## config.mk

```make
export PLATFORM = sky130hd
export DESIGN_NAME = mem_port_arbiter
export DESIGN_NICKNAME = d
export VERILOG_FILES = /design/src/rtl/mem_arb_pkg.sv /design/src/rtl/sat_counter.sv /design/src/rtl/mem_port_arbiter.sv
export SDC_FILE = /design/constraint.sdc
export NUM_CORES = 1
export LEC_CHECK = 0
export CORE_UTILIZATION = 30
export CTS_CLUSTER_SIZE = 12
export DETAILED_ROUTE_END_ITERATION = 10
export PLACE_DENSITY_LB_ADDON = 0.2
export SYNTH_ARGS = -nofsm -noshare
export SYNTH_HDL_FRONTEND = slang
export SYNTH_SLANG_ARGS = --single-unit
```

## constraint.sdc

```tcl
create_clock -name clk -period 1.9 [get_ports clk]
set_clock_uncertainty 0.2 [all_clocks]
set_input_delay 0.285 -clock clk [delete_from_list [all_inputs] [get_ports clk]]
set_output_delay 0.285 -clock clk [all_outputs]
set_load 0.005 [all_outputs]
```

## src/rtl/mem_arb_pkg.sv

```systemverilog
// Shared types and constants for the IF/MEM memory port arbiter.
package mem_arb_pkg;

    typedef enum logic [1:0] {
        IDLE    = 2'd0,
        BUSY_IF = 2'd1,
        BUSY_DM = 2'd2
    } arb_state_e;

    typedef enum logic {
        SEL_IF = 1'b0,
        SEL_DM = 1'b1
    } port_sel_e;

    localparam logic [31:0] ERR_WORD = 32'hDEADBEEF;

endpackage

```

## src/rtl/sat_counter.sv

```systemverilog
// Saturating up-counter with synchronous clear; clear has priority over increment.
module sat_counter #(
    parameter int WIDTH = 4,
    parameter int MAX   = 15
) (
    input  logic             clk,
    input  logic             rst_n,
    input  logic             inc,
    input  logic             clr,
    output logic [WIDTH-1:0] cnt
);

    localparam logic [WIDTH-1:0] MAX_V = WIDTH'(MAX);

    logic [WIDTH-1:0] cnt_q, cnt_d;

    always_comb begin
        cnt_d = cnt_q;
        if (clr) begin
            cnt_d = '0;
        end else if (inc && (cnt_q != MAX_V)) begin
            cnt_d = cnt_q + 1'b1;
        end
    end

    always_ff @(posedge clk or negedge rst_n) begin
        if (!rst_n) begin
            cnt_q <= '0;
        end else begin
            cnt_q <= cnt_d;
        end
    end

    assign cnt = cnt_q;

endmodule

```

## src/rtl/mem_port_arbiter.sv

```systemverilog
// Arbitrates one single-ported memory between the fetch (IF) and data (DM) ports.
// Build macro MEM_ARB_STATS_EN adds 16-bit grant and conflict statistics outputs.
module mem_port_arbiter
    import mem_arb_pkg::*;
#(
    parameter int AW         = 32,
    parameter int STARVE_LIM = 3,
    parameter int TIMEOUT    = 16
) (
    input  logic          clk,
    input  logic          rst_n,
    input  logic          if_req,
    input  logic [AW-1:0] if_addr,
    output logic [31:0]   if_rdata,
    output logic          if_ready,
    output logic          if_stall,
    input  logic          dm_req,
    input  logic          dm_we,
    input  logic [AW-1:0] dm_addr,
    input  logic [31:0]   dm_wdata,
    output logic [31:0]   dm_rdata,
    output logic          dm_ready,
    output logic          dm_stall,
    output logic          mem_req,
    output logic          mem_we,
    output logic [AW-1:0] mem_addr,
    output logic [31:0]   mem_wdata,
    input  logic [31:0]   mem_rdata,
    input  logic          mem_ack,
    output logic          err
`ifdef MEM_ARB_STATS_EN
    ,
    output logic [15:0]   stat_if_grants,
    output logic [15:0]   stat_dm_grants,
    output logic [15:0]   stat_conflicts
`endif
);

    localparam logic [3:0] STARVE_MAX = 4'(STARVE_LIM);
    localparam logic [7:0] WAIT_LAST  = 8'(TIMEOUT - 1);

    arb_state_e    state_q, state_d;
    logic [AW-1:0] addr_q, addr_d;
    logic          we_q, we_d;
    logic [31:0]   wdata_q, wdata_d;
    logic [31:0]   if_rdata_q, if_rdata_d;
    logic [31:0]   dm_rdata_q, dm_rdata_d;
    logic          if_ready_q, if_ready_d;
    logic          dm_ready_q, dm_ready_d;
    logic          err_q, err_d;

    logic          if_vld, dm_vld, busy, starve_hit;
    logic          grant, grant_if, grant_dm;
    port_sel_e     grant_port;
    logic          done_ack, done_to;
    logic [31:0]   done_word;
    logic [3:0]    starve_cnt;
    logic [7:0]    wait_cnt;
    logic          unused_addr_lsbs;

    // A port showing ready is still holding the request that just completed.
    assign if_vld     = if_req & ~if_ready_q;
    assign dm_vld     = dm_req & ~dm_ready_q;
    assign busy       = (state_q != IDLE);
    assign starve_hit = (starve_cnt == STARVE_MAX);
    assign done_ack   = busy & mem_ack;
    assign done_to    = busy & ~mem_ack & (wait_cnt == WAIT_LAST);

    always_comb begin
        grant      = 1'b0;
        grant_port = SEL_DM;
        if (!busy) begin
            if (if_vld && (starve_hit || !dm_vld)) begin
                grant      = 1'b1;
                grant_port = SEL_IF;
            end else if (dm_vld) begin
                grant      = 1'b1;
                grant_port = SEL_DM;
            end
        end
    end

    assign grant_if = grant & (grant_port == SEL_IF);
    assign grant_dm = grant & (grant_port == SEL_DM);

    always_comb begin
        state_d    = state_q;
        addr_d     = addr_q;
        we_d       = we_q;
        wdata_d    = wdata_q;
        if_rdata_d = if_rdata_q;
        dm_rdata_d = dm_rdata_q;
        if_ready_d = 1'b0;
        dm_ready_d = 1'b0;
        err_d      = err_q | done_to;
        done_word  = done_ack ? (we_q ? 32'h0 : mem_rdata) : ERR_WORD;
        case (state_q)
            IDLE: begin
                if (grant_if) begin
                    state_d = BUSY_IF;
                    addr_d  = {if_addr[AW-1:2], 2'b00};
                    we_d    = 1'b0;
                    wdata_d = '0;
                end else if (grant_dm) begin
                    state_d = BUSY_DM;
                    addr_d  = {dm_addr[AW-1:2], 2'b00};
                    we_d    = dm_we;
                    wdata_d = dm_wdata;
                end
            end
            BUSY_IF: begin
                if (done_ack || done_to) begin
                    state_d    = IDLE;
                    if_ready_d = 1'b1;
                    if_rdata_d = done_word;
                end
            end
            BUSY_DM: begin
                if (done_ack || done_to) begin
                    state_d    = IDLE;
                    dm_ready_d = 1'b1;
                    dm_rdata_d = done_word;
                end
            end
            default: state_d = IDLE;
        endcase
    end

    always_ff @(posedge clk or negedge rst_n) begin
        if (!rst_n) begin
            state_q    <= IDLE;
            addr_q     <= '0;
            we_q       <= 1'b0;
            wdata_q    <= '0;
            if_rdata_q <= '0;
            dm_rdata_q <= '0;
            if_ready_q <= 1'b0;
            dm_ready_q <= 1'b0;
            err_q      <= 1'b0;
        end else begin
            state_q    <= state_d;
            addr_q     <= addr_d;
            we_q       <= we_d;
            wdata_q    <= wdata_d;
            if_rdata_q <= if_rdata_d;
            dm_rdata_q <= dm_rdata_d;
            if_ready_q <= if_ready_d;
            dm_ready_q <= dm_ready_d;
            err_q      <= err_d;
        end
    end

    sat_counter #(.WIDTH(4), .MAX(STARVE_LIM)) u_starve (
        .clk   (clk),
        .rst_n (rst_n),
        .inc   (grant_dm & if_vld),
        .clr   (grant_if),
        .cnt   (starve_cnt)
    );

    // Counts elapsed busy cycles; restarts for every access.
    sat_counter #(.WIDTH(8), .MAX(TIMEOUT)) u_wait (
        .clk   (clk),
        .rst_n (rst_n),
        .inc   (busy),
        .clr   (~busy | done_ack | done_to),
        .cnt   (wait_cnt)
    );

`ifdef MEM_ARB_STATS_EN
    sat_counter #(.WIDTH(16), .MAX(65535)) u_stat_if (
        .clk   (clk),
        .rst_n (rst_n),
        .inc   (grant_if),
        .clr   (1'b0),
        .cnt   (stat_if_grants)
    );

    sat_counter #(.WIDTH(16), .MAX(65535)) u_stat_dm (
        .clk   (clk),
        .rst_n (rst_n),
        .inc   (grant_dm),
        .clr   (1'b0),
        .cnt   (stat_dm_grants)
    );

    sat_counter #(.WIDTH(16), .MAX(65535)) u_stat_conf (
        .clk   (clk),
        .rst_n (rst_n),
        .inc   (~busy & if_vld & dm_vld),
        .clr   (1'b0),
        .cnt   (stat_conflicts)
    );
`endif

    assign unused_addr_lsbs = ^{if_addr[1:0], dm_addr[1:0]};

    assign mem_req   = busy;
    assign mem_we    = we_q;
    assign mem_addr  = addr_q;
    assign mem_wdata = wdata_q;
    assign if_rdata  = if_rdata_q;
    assign dm_rdata  = dm_rdata_q;
    assign if_ready  = if_ready_q;
    assign dm_ready  = dm_ready_q;
    assign err       = err_q;
    assign if_stall  = if_req & ~if_ready_q;
    assign dm_stall  = dm_req & ~dm_ready_q;

endmodule

```

* Yosys cells after proc, flatten, opt, wreduce, memory -nomap -nowiden
Index checks and enable logic that the tools add are counted.
** Word-level totals
- Flip-flop bits (word level) :: 146
- Input port bits :: 134
- Output and inout port bits :: 135
- Logic and storage cells :: 77
** Operators by class
- Add/subtract/negate cells :: 2
- Eq/ne operators :: 8
- Muxes and demuxes :: 24
- Bitwise logic cells :: 16
- Reduce and logical (&&, ||, !) cells :: 16
** Operators by type and width (count)
- 32-bit 2-to-1 mux :: 6
- 8-bit 2-to-1 mux :: 2
- 1-bit 2-to-1 mux :: 10
- 8-bit by 1-bit adder with 8-bit output, second input constant :: 1
- 1-bit bitwise AND :: 8
- 8-bit by 4-bit == test with 1-bit output, second input constant :: 1
- 4-bit 2-to-1 mux :: 2
- 8-bit by 5-bit != test with 1-bit output, second input constant :: 1
- 2-bit AND reduction :: 4
- 2-bit nonzero test :: 4
- 2-bit 2-to-1 mux :: 3
- 1-bit NOT :: 5
- 4-bit by 1-bit adder with 4-bit output, second input constant :: 1
- 4-bit by 2-bit == test with 1-bit output, second input constant :: 1
- 4-bit by 2-bit != test with 1-bit output, second input constant :: 1
- 2-bit case mux with 2 select lines :: 1
- 1-bit logical AND :: 3
- 3-bit != test, second input constant :: 1
- 1-bit bitwise OR :: 3
- 2-bit by 1-bit == test with 1-bit output, second input constant :: 1
- 2-bit == test, second input constant :: 1
- 2-bit zero test :: 1
- 1-bit logical OR :: 2
- 2-bit by 1-bit != test with 1-bit output, second input constant :: 1
- other kinds (2) :: 2

* Longest topological paths before layout
- Word-level depth :: 12
- Depth in mapped cells :: 8
- Depth with buffers taken out :: 6

* Modules after synthesis
A second synthesis with hierarchy kept.
** Second synthesis, totals
- Cell total of the unflattened synthesis :: 477
- Area, all modules :: 6168.4 µm²
** Modules (own cells, without submodules)
- mem_port_arbiter :: times used 1, cells each 412, area an instance 5505.3 µm², sequential area each 3303.2 µm²
- sat_counter at u_wait :: times used 1, cells each 45, area an instance 446.7 µm², sequential area each 200.2 µm²
- sat_counter at u_starve :: times used 1, cells each 20, area an instance 216.5 µm², sequential area each 100.1 µm²

* Worst setup path before layout
No wires, ideal clock.
- Path type :: register to register
- Start :: register u_wait.cnt_q[0], in the netlist u_wait.cnt[0]
- End :: register dm_rdata_q[0], in the netlist dm_rdata[0]
- Library setup time :: 0.142 ns
- Arrival time :: 1.527 ns
- Required time :: 1.558 ns
- Setup slack :: 0.031 ns
- Stages on the path, launching flop included :: 8
- Buffers on the path :: 1
- Clock period less this slack :: 1.869 ns
- Path through :: dfrtp_1 ha_1 and4b_1 a21o_4 nand2_8 inv_8 buf_12 a2bb2oi_2
** On the way
- Word-level cells in the longest chain between the ends :: 4
** RTL lines
- start, declared :: line sat_counter.sv:15 : logic [WIDTH-1:0] cnt_q, cnt_d;
- start signal, assigned :: line sat_counter.sv:30 : cnt_q <= cnt_d;
- 8-bit by 4-bit == test with 1-bit output :: line mem_port_arbiter.sv:67 : assign done_to = busy & ~mem_ack & (wait_cnt == WAIT_LAST);
- 1-bit bitwise AND :: line mem_port_arbiter.sv:67
- 1-bit logical OR :: line mem_port_arbiter.sv:119 : if (done_ack || done_to) begin
- 2-bit AND reduction (no source line)
- end signal, assigned :: line mem_port_arbiter.sv:146 : dm_rdata_q <= dm_rdata_d;
- end, declared :: line mem_port_arbiter.sv:47 : logic [31:0] dm_rdata_q, dm_rdata_d;
No other way between the ends.
A chain may end at the register's enable or synchronous reset.

* Worst setup path after layout
- Start :: register dm_rdata_q[10], in the netlist dm_rdata[10]
- End :: output port dm_rdata[10]
** RTL lines
- end, declared :: line mem_port_arbiter.sv:21 : output logic [31:0] dm_rdata,
No word-level cell between the ends.

==> impl_metrics.toml <==
[setup_path]
crit_required_ps = 1410
max_stage_delay_ps = 550
cp.depth = 1
crit_slowest_cell = "clkdlybuf4s50_1"
end_kind = "output pin"
crit_type = "flip-flop to output pin"
arrival_ps = 1340
startpoint_type = "flip-flop"
crit_path_max_fanout = 2
crit_family = "buffers and inverters"
path_buf_inv = 1
path_cells = "clkdlybuf4s50_1"
r2r_cells = 5

[routing]
vias = 5940
drt_iter0_markers = 303
ant_nets = 0
routed_wl_um = 22210
first_pass_iters = 8
wl_per_cell_um = 19.57
via_per_inst = 5.233
drc = 48

[grt]
antenna_found_initial = 0
grt_overflow_total = 0
grt_pass1_vias = 6448
grt_pass1_wl_um = 35800
grt.total_usage = 0.1962
grt_max_degree = 39

[place]
gp_congestion = 0.8197
dp_hpwl_um = 15410
io_buffers = 262

[run_status]
violations = "design-rule violations"
outcome = "finished with violations"

[power_and_ir_drop]
worst_ir_drop_vdd_mv = 0.6907
cellPowerDensity_mw_per_mm2 = 1541
p_leak_uw = 0.004394
power_uw = 16610

[layout]
multi_input_area_mm2 = 0.002904
fillers = 1969
fin_nets = 984
final_common_cell = "clkdlybuf4s50_1"
regArea_mm2 = 0.003603
layout_common_cells = "clkdlybuf4s50_1 (254), dfrtp_1 (144), nor3_1 (53)"
area_growth_pct = 59.64
layout-drive-gt1-share = 0.2117
antenna_cells = 0

[clock_tree]
cts_buffer_depth = 2
cts_root_buffer = "clkbuf_16"
cts.sinks = 144
htreeDepth = 4
clkTransAtPathRegs_ps = 60
clkLatencyLatePin_ps = 410
cts-buffers-inserted = 17
cts_tree = "built"

[run]
max-cap-violations = 0

[sta]
slew_headroom = 0.5853
min_period_ps = 1825
rsz0062_at_grt = "false"
hold_viol = 0
setup_viol = 0
tns_ps = 0
clock.fmax_ghz = 0.5479
tightestPinTransition_ps = 621.4
slew_violations = 0
fin_crit_sh = 0.9606

[synthesis]
netlist_instances = 556
synth-seq-cells = 144
yosysWarnings = 0
synthArstFlopShare = 1.000
synth_edf_count = 0
syn_area_mm2 = 0.006753
ys_seq_area_frac = 0.5336
yosys_most_used_dff = "dfrtp_1"
syn-mean-instance-area_um2 = 12.15
ys_types = 50

[floorplan]
boundaryPins = 269
die_area_mm2 = 0.02311
die_x_um = 152.0
row_count = 54
die_h_um = 152.0
coreArea_mm2 = 0.02196
start_util = 0.3075

[hold_path]
hold_class = "input port to asynchronous set/reset pin"
cell type report:
class                           instances  share of cell area
Sequential cell                       144              0.3343
Timing Repair Buffer                  317              0.3001
Multi-Input combinational cell        352              0.2694
Clock buffer                           19             0.04201
Tap cell                              280             0.03250
Clock inverter                         11             0.01300
Inverter                               11            0.007660
Timing Repair inverter                  1            0.001045
where the power goes:
group	total, µW	internal (µW)	switching [µW]
clock	3410	2110	1300
combinational	7850	4660	3190
sequential	5350	4470	876
total	16600	11200	5370
cells in the mapped netlist (4+ instances only):
cell / count / area [µm²]
nand4_1: 4 / 25.02
xor2_1: 4 / 35.03
a2bb2oi_1: 25 / 219.0
inv_1: 6 / 22.52
nand3_1: 5 / 25.02
dfrtp_1: 144 / 3603
ha_1: 6 / 75.07
o21ai_0: 4 / 20.02
nor3_1: 61 / 305.3
a22o_2: 7 / 70.07
a21boi_0: 24 / 180.2
clkbuf_1: 14 / 52.55
o22ai_1: 31 / 193.9
nand2_1: 8 / 30.03
buf_2: 25 / 125.1
nor2_1: 41 / 153.9
a2111oi_2: 28 / 420.4
a22o_1: 43 / 376.6
a2bb2oi_2: 23 / 345.3
what timing repair did:
item,4_1_cts,5_1_grt
pin swaps,1,4
hold buffers,1,0
gates cloned,0,2
endpoints found under the hold margin,144,0
setup endpoints to repair,38,97
resized for setup,10,33
setup buffers,2,2
cells by family (layout without fill, tap and decap cells):
logic type / after synthesis / in the layout / synth area share
other: 1 / 2 / 0.0005553
buffers and inverters: 62 / 359 / 0.05336
muxes: 1 / 1 / 0.001482
AOI/OAI and AO/OA: 198 / 198 / 0.2859
adders and majority gates: 6 / 6 / 0.01112
xor gates and xnor gates: 6 / 6 / 0.007782
and+or+nand+nor: 138 / 139 / 0.1062
DFF: 144 / 144 / 0.5336
metrics by stage:
| stage | cells | cell area [µm²] | setup slack (ps) | hold WS [ps] | utilization |
|---|---|---|---|---|---|
| final | 1135 | 10780 | 74.77 | 149.8 | 0.4909 |
| after global routing | 1135 | 10780 | 3.147 | 162.0 | 0.4909 |
| after CTS | 1131 | 10620 | 3.338 | 143.8 | 0.4837 |
| after detailed placement | 1098 | 9988 | -166.6 | 21.26 | 0.4549 |
| after global placement | 1098 | 9988 | -107.6 | 14.81 | 0.4549 |
| after floorplan | 557 | 6756 | 30.74 | -210.6 | - |
path summary, 6_finish.rpt:
kind,startpoint,endpoint,slack (ps)
max,dm_rdata[10]$_DFFE_PN0P_,dm_rdata[10],70
min,rst_n,mem_wdata[27]$_DFFE_PN0P_,150
max reg2reg,u_starve.cnt[1]$_DFFE_PN0P_,mem_addr[15]$_DFFE_PN0P_,80
min reg2reg,err$_DFF_PN0_,err$_DFF_PN0_,270
max in group asynchronous,rst_n,if_rdata[19]$_DFFE_PN0P_,760
min in group clk,dm_wdata[22],mem_wdata[22]$_DFFE_PN0P_,270
flip-flops by register name (all words and copies together), names as in the netlist:
| signal | cells |
|---|---|
| dm_rdata | 32 |
| if_rdata | 32 |
| mem_wdata | 32 |
| mem_addr | 30 |
| u_wait.cnt | 8 |
| u_starve.cnt | 4 |
| state_q | 2 |
| dm_ready | 1 |
| err | 1 |
| if_ready | 1 |
| mem_we | 1 |
metal layers:
| layer | GRT usage | routed length [µm] | part of all wire |
|---|---|---|---|
| met2 | 0.3261 | 10740 | 0.48 |
| met3 | 0.07929 | 2135 | 0.096 |
| met5 | 0 | 0 | 0 |
| met4 | 0.05685 | 250 | 0.011 |
| met1 | 0.2334 | 9088 | 0.41 |
No activity file was read; power rests on OpenSTA's default activity.
